File: config.mk
export PLATFORM = sky130hd
export DESIGN_NAME = spi_initiator
export DESIGN_NICKNAME = d
export VERILOG_FILES = /design/src/rtl/spi_pkg.sv /design/src/rtl/spi_clk_div.sv /design/src/rtl/spi_initiator.sv
export SDC_FILE = /design/constraint.sdc
export NUM_CORES = 1
export LEC_CHECK = 0
export ABC_AREA = 1
export BUFFER_PORTS_ARGS = -buffer_cell sky130_fd_sc_hd__buf_2
export CORE_UTILIZATION = 55
export CTS_CLUSTER_SIZE = 25
export DETAILED_ROUTE_END_ITERATION = 8
export PLACE_DENSITY_LB_ADDON = 0.1
export REMOVE_ABC_BUFFERS = 1
export SYNTH_ARGS = -nofsm -noshare
export SYNTH_HDL_FRONTEND = slang
export SYNTH_SLANG_ARGS = --single-unit
File: constraint.sdc
create_clock -name i_clk -period 2.2 [get_ports i_clk]
set_input_delay 0.11 -clock i_clk [delete_from_list [all_inputs] [get_ports i_clk]]
set_output_delay 0.11 -clock i_clk [all_outputs]
set_load 0.005 [all_outputs]
File: src/rtl/spi_pkg.sv
// Shared types and helpers for the SPI initiator: FSM state encoding,
// counter-width functions and the fixed bus mode.
package spi_pkg;

  typedef enum logic [2:0] {
    S_IDLE,
    S_LEAD,
    S_HIGH,
    S_LOW,
    S_HOLD,
    S_LAG,
    S_GAP
  } spi_init_state_t;

  // Mode 0: SCK idles low, data captured on the rising edge.
  localparam logic SPI_CPOL = 1'b0;
  localparam logic SPI_CPHA = 1'b0;

  localparam int SPI_DATA_W_DEF = 8;
  localparam int SPI_DIV_DEF    = 4;

  function automatic int bit_cnt_w(input int data_w);
    return (data_w < 2) ? 1 : $clog2(data_w);
  endfunction

  function automatic int div_cnt_w(input int div);
    return (div < 1) ? 1 : $clog2(div + 1);
  endfunction

endpackage

File: src/rtl/spi_clk_div.sv
// Half-period counter: load DIV-1 on a state change, count down to zero,
// terminal count flags the last cycle of the current phase.
module spi_clk_div
  import spi_pkg::*;
#(
  parameter int DIV = SPI_DIV_DEF
) (
  input  logic i_clk,
  input  logic i_rst_n,
  input  logic i_load,
  output logic o_tc
);

  localparam int            CW       = div_cnt_w(DIV);
  localparam logic [CW-1:0] LOAD_VAL = CW'(DIV - 1);

  logic [CW-1:0] r_cnt;

  always_ff @(posedge i_clk) begin
    if (!i_rst_n)            r_cnt <= '0;
    else if (i_load)         r_cnt <= LOAD_VAL;
    else if (r_cnt != '0)    r_cnt <= r_cnt - CW'(1);
  end

  assign o_tc = (r_cnt == '0);

endmodule

File: src/rtl/spi_initiator.sv
// SPI mode-0 initiator, MSB first: serialises stream words onto SCK/MOSI/CS_n
// and returns the word captured on MISO. All outputs are registered.
module spi_initiator
  import spi_pkg::*;
#(
  parameter int DATA_W = SPI_DATA_W_DEF,
  parameter int DIV    = SPI_DIV_DEF
) (
  input  logic              i_clk,
  input  logic              i_rst_n,
  input  logic              i_tx_valid,
  output logic              o_tx_ready,
  input  logic [DATA_W-1:0] i_tx_data,
  input  logic              i_tx_last,
  output logic              o_rx_valid,
  output logic [DATA_W-1:0] o_rx_data,
  output logic              o_busy,
  output logic              o_sck,
  output logic              o_mosi,
  input  logic              i_miso,
  output logic              o_cs_n
);

  localparam int            BW       = bit_cnt_w(DATA_W);
  localparam logic [BW-1:0] LAST_BIT = BW'(DATA_W - 1);

  spi_init_state_t   r_state, w_next;
  logic [BW-1:0]     r_bit;
  logic [DATA_W-1:0] r_tx_sr, r_rx_sr, r_rx_data;
  logic              r_last, r_sck, r_cs_n, r_mosi, r_tx_ready, r_rx_valid, r_busy;
  logic              w_tc, w_accept, w_load, w_bit_end, w_word_end;

  assign w_accept   = i_tx_valid & r_tx_ready;
  assign w_load     = (w_next != r_state);
  assign w_bit_end  = (r_state == S_HIGH) & w_tc;
  assign w_word_end = (r_state == S_LOW) & w_tc & (r_bit == LAST_BIT);

  spi_clk_div #(.DIV(DIV)) u_div (
    .i_clk   (i_clk),
    .i_rst_n (i_rst_n),
    .i_load  (w_load),
    .o_tc    (w_tc)
  );

  always_ff @(posedge i_clk) begin
    if (!i_rst_n) r_state <= S_IDLE;
    else          r_state <= w_next;
  end

  always_comb begin
    w_next = r_state;
    case (r_state)
      S_IDLE:  if (w_accept) w_next = S_LEAD;
      S_LEAD:  if (w_tc)     w_next = S_HIGH;
      S_HIGH:  if (w_tc)     w_next = S_LOW;
      S_LOW:   if (w_tc)     w_next = (r_bit != LAST_BIT) ? S_HIGH :
                                      (r_last ? S_LAG : S_HOLD);
      S_HOLD:  if (w_accept) w_next = S_LEAD;
      S_LAG:   if (w_tc)     w_next = S_GAP;
      S_GAP:   if (w_tc)     w_next = S_IDLE;
      default:               w_next = S_IDLE;
    endcase
  end

  // Pin-level outputs are decoded from the next state so they change
  // on the same edge as the state register.
  always_ff @(posedge i_clk) begin
    if (!i_rst_n) begin
      r_sck      <= 1'b0;
      r_cs_n     <= 1'b1;
      r_mosi     <= 1'b0;
      r_tx_ready <= 1'b1;
      r_busy     <= 1'b0;
      r_rx_valid <= 1'b0;
      r_rx_data  <= '0;
      r_tx_sr    <= '0;
      r_rx_sr    <= '0;
      r_bit      <= '0;
      r_last     <= 1'b0;
    end else begin
      r_sck      <= (w_next == S_HIGH);
      r_cs_n     <= (w_next == S_IDLE) || (w_next == S_GAP);
      r_tx_ready <= (w_next == S_IDLE) || (w_next == S_HOLD);
      r_busy     <= (w_next != S_IDLE);
      r_rx_valid <= w_word_end;
      if (w_accept) begin
        r_tx_sr <= i_tx_data;
        r_last  <= i_tx_last;
        r_mosi  <= i_tx_data[DATA_W-1];
        r_bit   <= '0;
      end
      // MISO is sampled DIV cycles after the rise; MOSI holds after the last bit.
      if (w_bit_end) begin
        r_rx_sr <= {r_rx_sr[DATA_W-2:0], i_miso};
        if (r_bit != LAST_BIT) begin
          r_tx_sr <= {r_tx_sr[DATA_W-2:0], 1'b0};
          r_mosi  <= r_tx_sr[DATA_W-2];
        end
      end
      if ((r_state == S_LOW) && w_tc && (r_bit != LAST_BIT))
        r_bit <= r_bit + BW'(1);
      if (w_word_end)
        r_rx_data <= r_rx_sr;
    end
  end

  assign o_sck      = r_sck;
  assign o_cs_n     = r_cs_n;
  assign o_mosi     = r_mosi;
  assign o_tx_ready = r_tx_ready;
  assign o_busy     = r_busy;
  assign o_rx_valid = r_rx_valid;
  assign o_rx_data  = r_rx_data;

endmodule

# Yosys cells after proc, flatten, opt, wreduce, memory -nomap -nowiden

Index checks and enable logic that the tools add are counted.

Register bits after elaboration: 40
Logic and storage cells: 65
Input port bits: 13

Mux-type cells: 19
Add/sub/neg operators: 2
Eq/ne operators: 12
Bitwise logic cells: 5
Reduce and logical (&&, ||, !) cells: 13

Operator list:

| operator                                                           | number |
|---|---|
| 3-bit two-way mux                                                  | 9 |
| 8-bit two-way mux                                                  | 3 |
| 3-bit == test, second input constant                               | 6 |
| 3-bit case mux with 6 select lines                                 | 1 |
| 3-bit by 2-bit == test with 1-bit output, second input constant    | 3 |
| 3-bit zero test                                                    | 3 |
| 3-bit nonzero test                                                 | 2 |
| 1-bit AND                                                          | 4 |
| 1-bit two-way mux                                                  | 4 |
| 2-bit two-way mux                                                  | 2 |
| 2-bit nonzero test                                                 | 2 |
| 2-bit OR reduction                                                 | 2 |
| 3-bit by 1-bit adder with 3-bit output, second input constant      | 1 |
| 3-bit by 1-bit == test with 1-bit output, second input constant    | 1 |
| 3-bit != test                                                      | 1 |
| 3-bit != test, second input constant                               | 1 |
| 3-bit by 1-bit subtractor with 3-bit output, second input constant | 1 |
| 1-bit logical AND                                                  | 2 |
| 1-bit logical OR                                                   | 2 |
| 1-bit NOT                                                          | 1 |

# Longest topological paths before layout

Word-level depth: 6
Mapped depth: 13

# Cells and area by module

Synthesis repeated with hierarchy kept, for this count alone.

Cells, all modules: 239
Area total of the unflattened synthesis: 1771.7 um2

By module, submodules not included:

| module        | times used | cells each | area each (um2) |
|---|---|---|---|
| spi_initiator | 1          | 214        | 1597.8 |
| spi_clk_div   | 1          | 25         | 173.9 |

# Worst setup path before layout

OpenSTA, ideal clock, no wires.

Path kind: flip-flop to flip-flop
Start: reg r_bit[0]
End: reg u_div.r_cnt[0]
Stages on the path, launching flop included: 11
Data required time: 2.091 ns
Buffers on the path: 2
Period minus slack after synthesis: 1.561 ns
Library setup time: 0.109 ns
Setup slack: 0.639 ns
Arrival time: 1.452 ns
Path through: dfxtp_1 -> ha_1 -> ha_1 -> buf_2 -> nand2_1 -> nor2_4 -> buf_6 -> a31oi_2 -> nand3_1 -> nand2_1 -> inv_1

Word-level cells in the longest chain between the ends: 6

RTL lines:

| item                                                    | RTL line             | text |
|---|---|---|
| start: declaration                                      | spi_initiator.sv:28  | `logic [BW-1:0] r_bit;` |
| start signal: assignment                                | spi_initiator.sv:101 | `r_bit <= r_bit + BW'(1);` |
| 3-bit != test (*)                                       | spi_initiator.sv:56  | `S_LOW: if (w_tc) w_next = (r_bit != LAST_BIT) ? S_HIGH :` |
| 3-bit two-way mux (*) (2 in series)                     | spi_initiator.sv:56  |  |
| 3-bit case mux with 6 select lines (*)                  | spi_initiator.sv:52  | `case (r_state)` |
| 3-bit != test (*)                                       | spi_initiator.sv:34  | `assign w_load = (w_next != r_state);` |
| 2-bit two-way mux or 2-bit nonzero test (tied branches) | -                    |  |
| end signal: assignment                                  | spi_clk_div.sv:22    | `else if (r_cnt != '0) r_cnt <= r_cnt - CW'(1);` |
| end: declaration                                        | spi_clk_div.sv:17    | `logic [CW-1:0] r_cnt;` |

Mark *: on every way between the ends. The rest lies on a longest branch, timed or not.
A chain may end at the register's enable or synchronous reset.

# Worst setup path in the final report

Start: reg u_div.r_cnt[0]
End: reg u_div.r_cnt[1]

Word-level cells in the longest chain between the ends: 5

RTL lines:

| item                                                    | RTL line            | text |
|---|---|---|
| 3-bit zero test                                         | spi_clk_div.sv:25   | `assign o_tc = (r_cnt == '0);` |
| 3-bit two-way mux (on tied branches)                    | -                   |  |
| 3-bit case mux with 6 select lines                      | spi_initiator.sv:52 |  |
| 3-bit != test                                           | spi_initiator.sv:34 |  |
| 2-bit two-way mux or 2-bit nonzero test (tied branches) | -                   |  |

Parallel ways exist; a longest one is shown, timed or not. The select of a mux whose other input is x is not followed.

==> flow_summary_export.csv <==
group,metric,value,unit
status,status,"complete, no violations",
cells_and_area,final_core_util,64.7,%
setup_path,r2r_cells,13,
flow_run,cap_violations,0,
place,place.gp.congestion,0.916,
pwr,powerDensity,937,nW/um^2
floorplanning,start_util,57.7,%
timing,setup_viol,0,
floorplanning,fp.dieW,58.4,um
pwr,power_frac_comb,34.2,%
cells_and_area,multi_input_area,833,sq um
timing,fmax,538,MHz
floorplanning,rows,20,
synth,synth_top_area_share,44.7,%
cells_and_area,antennaDiodeCount,0,
routing,vias,1526,
place,port-buffer-count,26,
min_path,timing.hold.worst_endpoint,"r_last",
floorplanning,coreArea,3030,sq um
synth,yosysTopAreaCell,"dfxtp_1",
cts,cts_tree,"done",
pwr,ir_drop,0.000392,V
synth,synth_edf_count,0,
synth,seq_area_frac_synth,44.7,%
setup_path,critPathKind,"flop to flop",
place,dp_hpwl,2280,um
timing,maxSlewViolCount,0,
synth,avgSynthCellArea,7.43,sq um
synth,synth.area.top_cells,"dfxtp_1 (45%), nor2_1 (11%), nand2_1 (9.7%)",
grt,busiest_layer,"met2",
cts,post_cts_resize_count,0,
pwr,p_leak,1.01,nW
timing,rsz0062_at_grt,"no",
pwr,switching_power,662,uW
cells_and_area,layout_commonest_cell,"nor2_1",
timing,layout_min_cycle_time,1.86,ns
timing,finalClockSkew,0.00625,ns
grt,grt_start_max_net_pins,19,
timing,finalCritPeriodShare,84.5,%
cts,cts-buffers-inserted,5,
setup_path,cp_max_fo,11,
min_path,min_path_type,"input pin to flop",
cells_and_area,final_cell_mix,"nor2_1 (51), nand2_1 (45), dfxtp_1 (39)",
routing,viasPerCell,4.95,
grt,track_usage,20.5,%
setup_path,r2r_slack,0.34,ns
min_path,min_path_cells,3,
setup_path,cp.required,2.44,ns
grt,grt_pass1_vias,1222,
grt,grt_pass1_wl,5280,um
pwr,switching_share,36.1,%
timing,tns,0,ns
routing,wl_per_cell,10.4,um
cells_and_area,areaGrowthSynthToFinish,12.1,%
setup_path,startpoint_type,"flop",
cells_and_area,fillerInstances,278,
routing,drtAntennaViolNets,0,
routing,firstDrtPassIters,4,
synth,yosysWarnings,0,
cts,cts_buffer_depth,2,
min_path,hold_start,"i_tx_last",
timing,maxSlewHeadroom,72.6,%
floorplanning,die_y,58.4,um
cts,clk_latency,0.33,ns
cells_and_area,drive_gt1_share,21.2,%
setup_path,reg2reg_from,"u_div.r_cnt[0]",
setup_path,critical-path-max-stage-delay,0.31,ns
synth,synth_area,1750,sq um
grt,grt_use_met3,5.27,%
setup_path,arrival,2.10,ns
cells_and_area,seqCellArea,781,sq um
routing,routed_wl,3220,um
setup_path,critPathLaunch,"u_div.r_cnt[0]",
cts,postCtsSetupRepairBufs,0,
grt,overflow,0,
floorplanning,pin_count,27,
cts,htreeDepth,2,
synth,synthFlopType,"dfxtp_1",
synth,async_reset_ff_share,0,%
setup_path,path_cells,"inv_1, ha_1, inv_1, nor2_1, nand2_1, nor2_4, nand2_2, nand2_4, nand2_1, nand2_2, nand3_1, nand2_1, inv_1",
pwr,power_frac_seq,48.8,%
synth,synth_cell_types,28,
pwr,pwr-share-clk,17.0,%
pwr,intPower,1.17,mW
cts,cts_root_buffer,"clkbuf_4",
cts,path_clk_slew,0.10,ns
cts,clock-sinks,39,
timing,hold_viol,0,
cells_and_area,nets,282,
setup_path,critPathSlowestCell,"dfxtp_1",
cts,cts_hold_buf,1,
timing,worstMarginPinSlew,0.408,ns
routing,drt_iter0_drc,38,
grt,grt_antenna_before_repair,0,
synth,syn_inst,235,
grt,use_met2,32.8,%
routing,drc,0,
synth,synth_seq_cells,39,
grt,met1_usage,27.0,%
setup_path,endpoint_kind,"flop",
floorplanning,dieArea,3410,sq um
setup_path,r2r-end,"u_div.r_cnt[1]",
-- synth_stat cells, drive strengths merged, types with 2 or more instances --
| library cell | instances |
|---|---|
| nand3 | 12 |
| xor2 | 2 |
| dfxtp | 39 |
| nand2 | 49 |
| buf | 5 |
| ha | 4 |
| nor3 | 8 |
| nor2 | 57 |
| inv | 19 |
| a21oi | 4 |
| clkbuf | 3 |
| o21ai | 28 |
-- how the worst max path moves through the flow --
| stage | end | cells after the start | slack (ns) |
|---|---|---|---|
| after global placement | u_div.r_cnt[0] | 13 | 0.43 |
| after global routing | u_div.r_cnt[0] | 13 | 0.15 |
| after detailed placement | u_div.r_cnt[0] | 13 | 0.35 |
| after floorplan | u_div.r_cnt[0] | 11 | 0.48 |
| after CTS | u_div.r_cnt[0] | 13 | 0.32 |
| final | u_div.r_cnt[1] | 13 | 0.34 |
-- routing by layer --
layer,up-vias,part of all wire [%],wire (um)
li1,807,-,-
met1,676,50,1610
met2,37,44,1420
met3,6,4.2,136
met4,0,1.5,48
met5,-,0,0
-- layout make-up --
type / instances / share of cell area, %
Clock buffer: 6 / 2.11
Sequential cell: 39 / 39.9
Multi-Input combinational cell: 168 / 42.6
Tap cell: 44 / 2.81
Inverter: 20 / 3.96
Timing Repair Buffer: 31 / 8.69
-- cells by family (layout without fill, tap and decap cells) --
kind of cell	Yosys count	after routing	synth area share [%]
DFF	39	39	44.7
xor gates and xnor gates	2	2	1.00
and+or+nand+nor	127	127	32.9
AOI/OAI and AO/OA	35	35	11.0
adders and majority gates	4	4	2.87
buffers and inverters	28	57	7.59
-- power groups by stage --
| stage | registers [mW] | clock network, mW | logic (mW) |
|---|---|---|---|
| 2_1_floorplan | 0.903 | 0 | 0.477 |
| 3_3_place_gp | 0.910 | 0 | 0.623 |
| 3_5_place_dp | 0.911 | 0 | 0.629 |
| 4_1_cts | 0.896 | 0.327 | 0.634 |
| 5_1_grt | 0.910 | 0.358 | 0.716 |
| 6_report | 0.895 | 0.312 | 0.628 |
-- sequential cells by signal, summed over array words and instances (netlist names) --
register     cells
r_rx_sr          8
o_sck            1
o_rx_valid       1
r_tx_sr          7
o_mosi           1
r_state          3
u_div.r_cnt      3
o_busy           1
r_last           1
r_bit            3
o_tx_ready       1
o_rx_data        8
o_cs_n           1
-- worst max-delay path: cells and delay by family (launching register included) --
family | cells | cell delay, ns
buffers and inverters | 3 | 0.17
adder cells (fa/ha/maj) | 1 | 0.19
AND/OR/NAND/NOR | 9 | 1.07
flip-flops | 1 | 0.31
-- through the flow --
stage          instances  hold slack [ns]  cell area (sq um)  power (mW)  setup slack, ns
5_1_grt              308           0.0298               1960        1.98            0.154
4_1_cts              308           0.0257               1960        1.86            0.321
2_1_floorplan        227            0.180               1690        1.38            0.476
3_3_place_gp         301            0.335               1910        1.53            0.425
3_5_place_dp         301            0.339               1910        1.54            0.346
6_report             308           0.0365               1960        1.83            0.342
(Power assumes the default switching activity.)
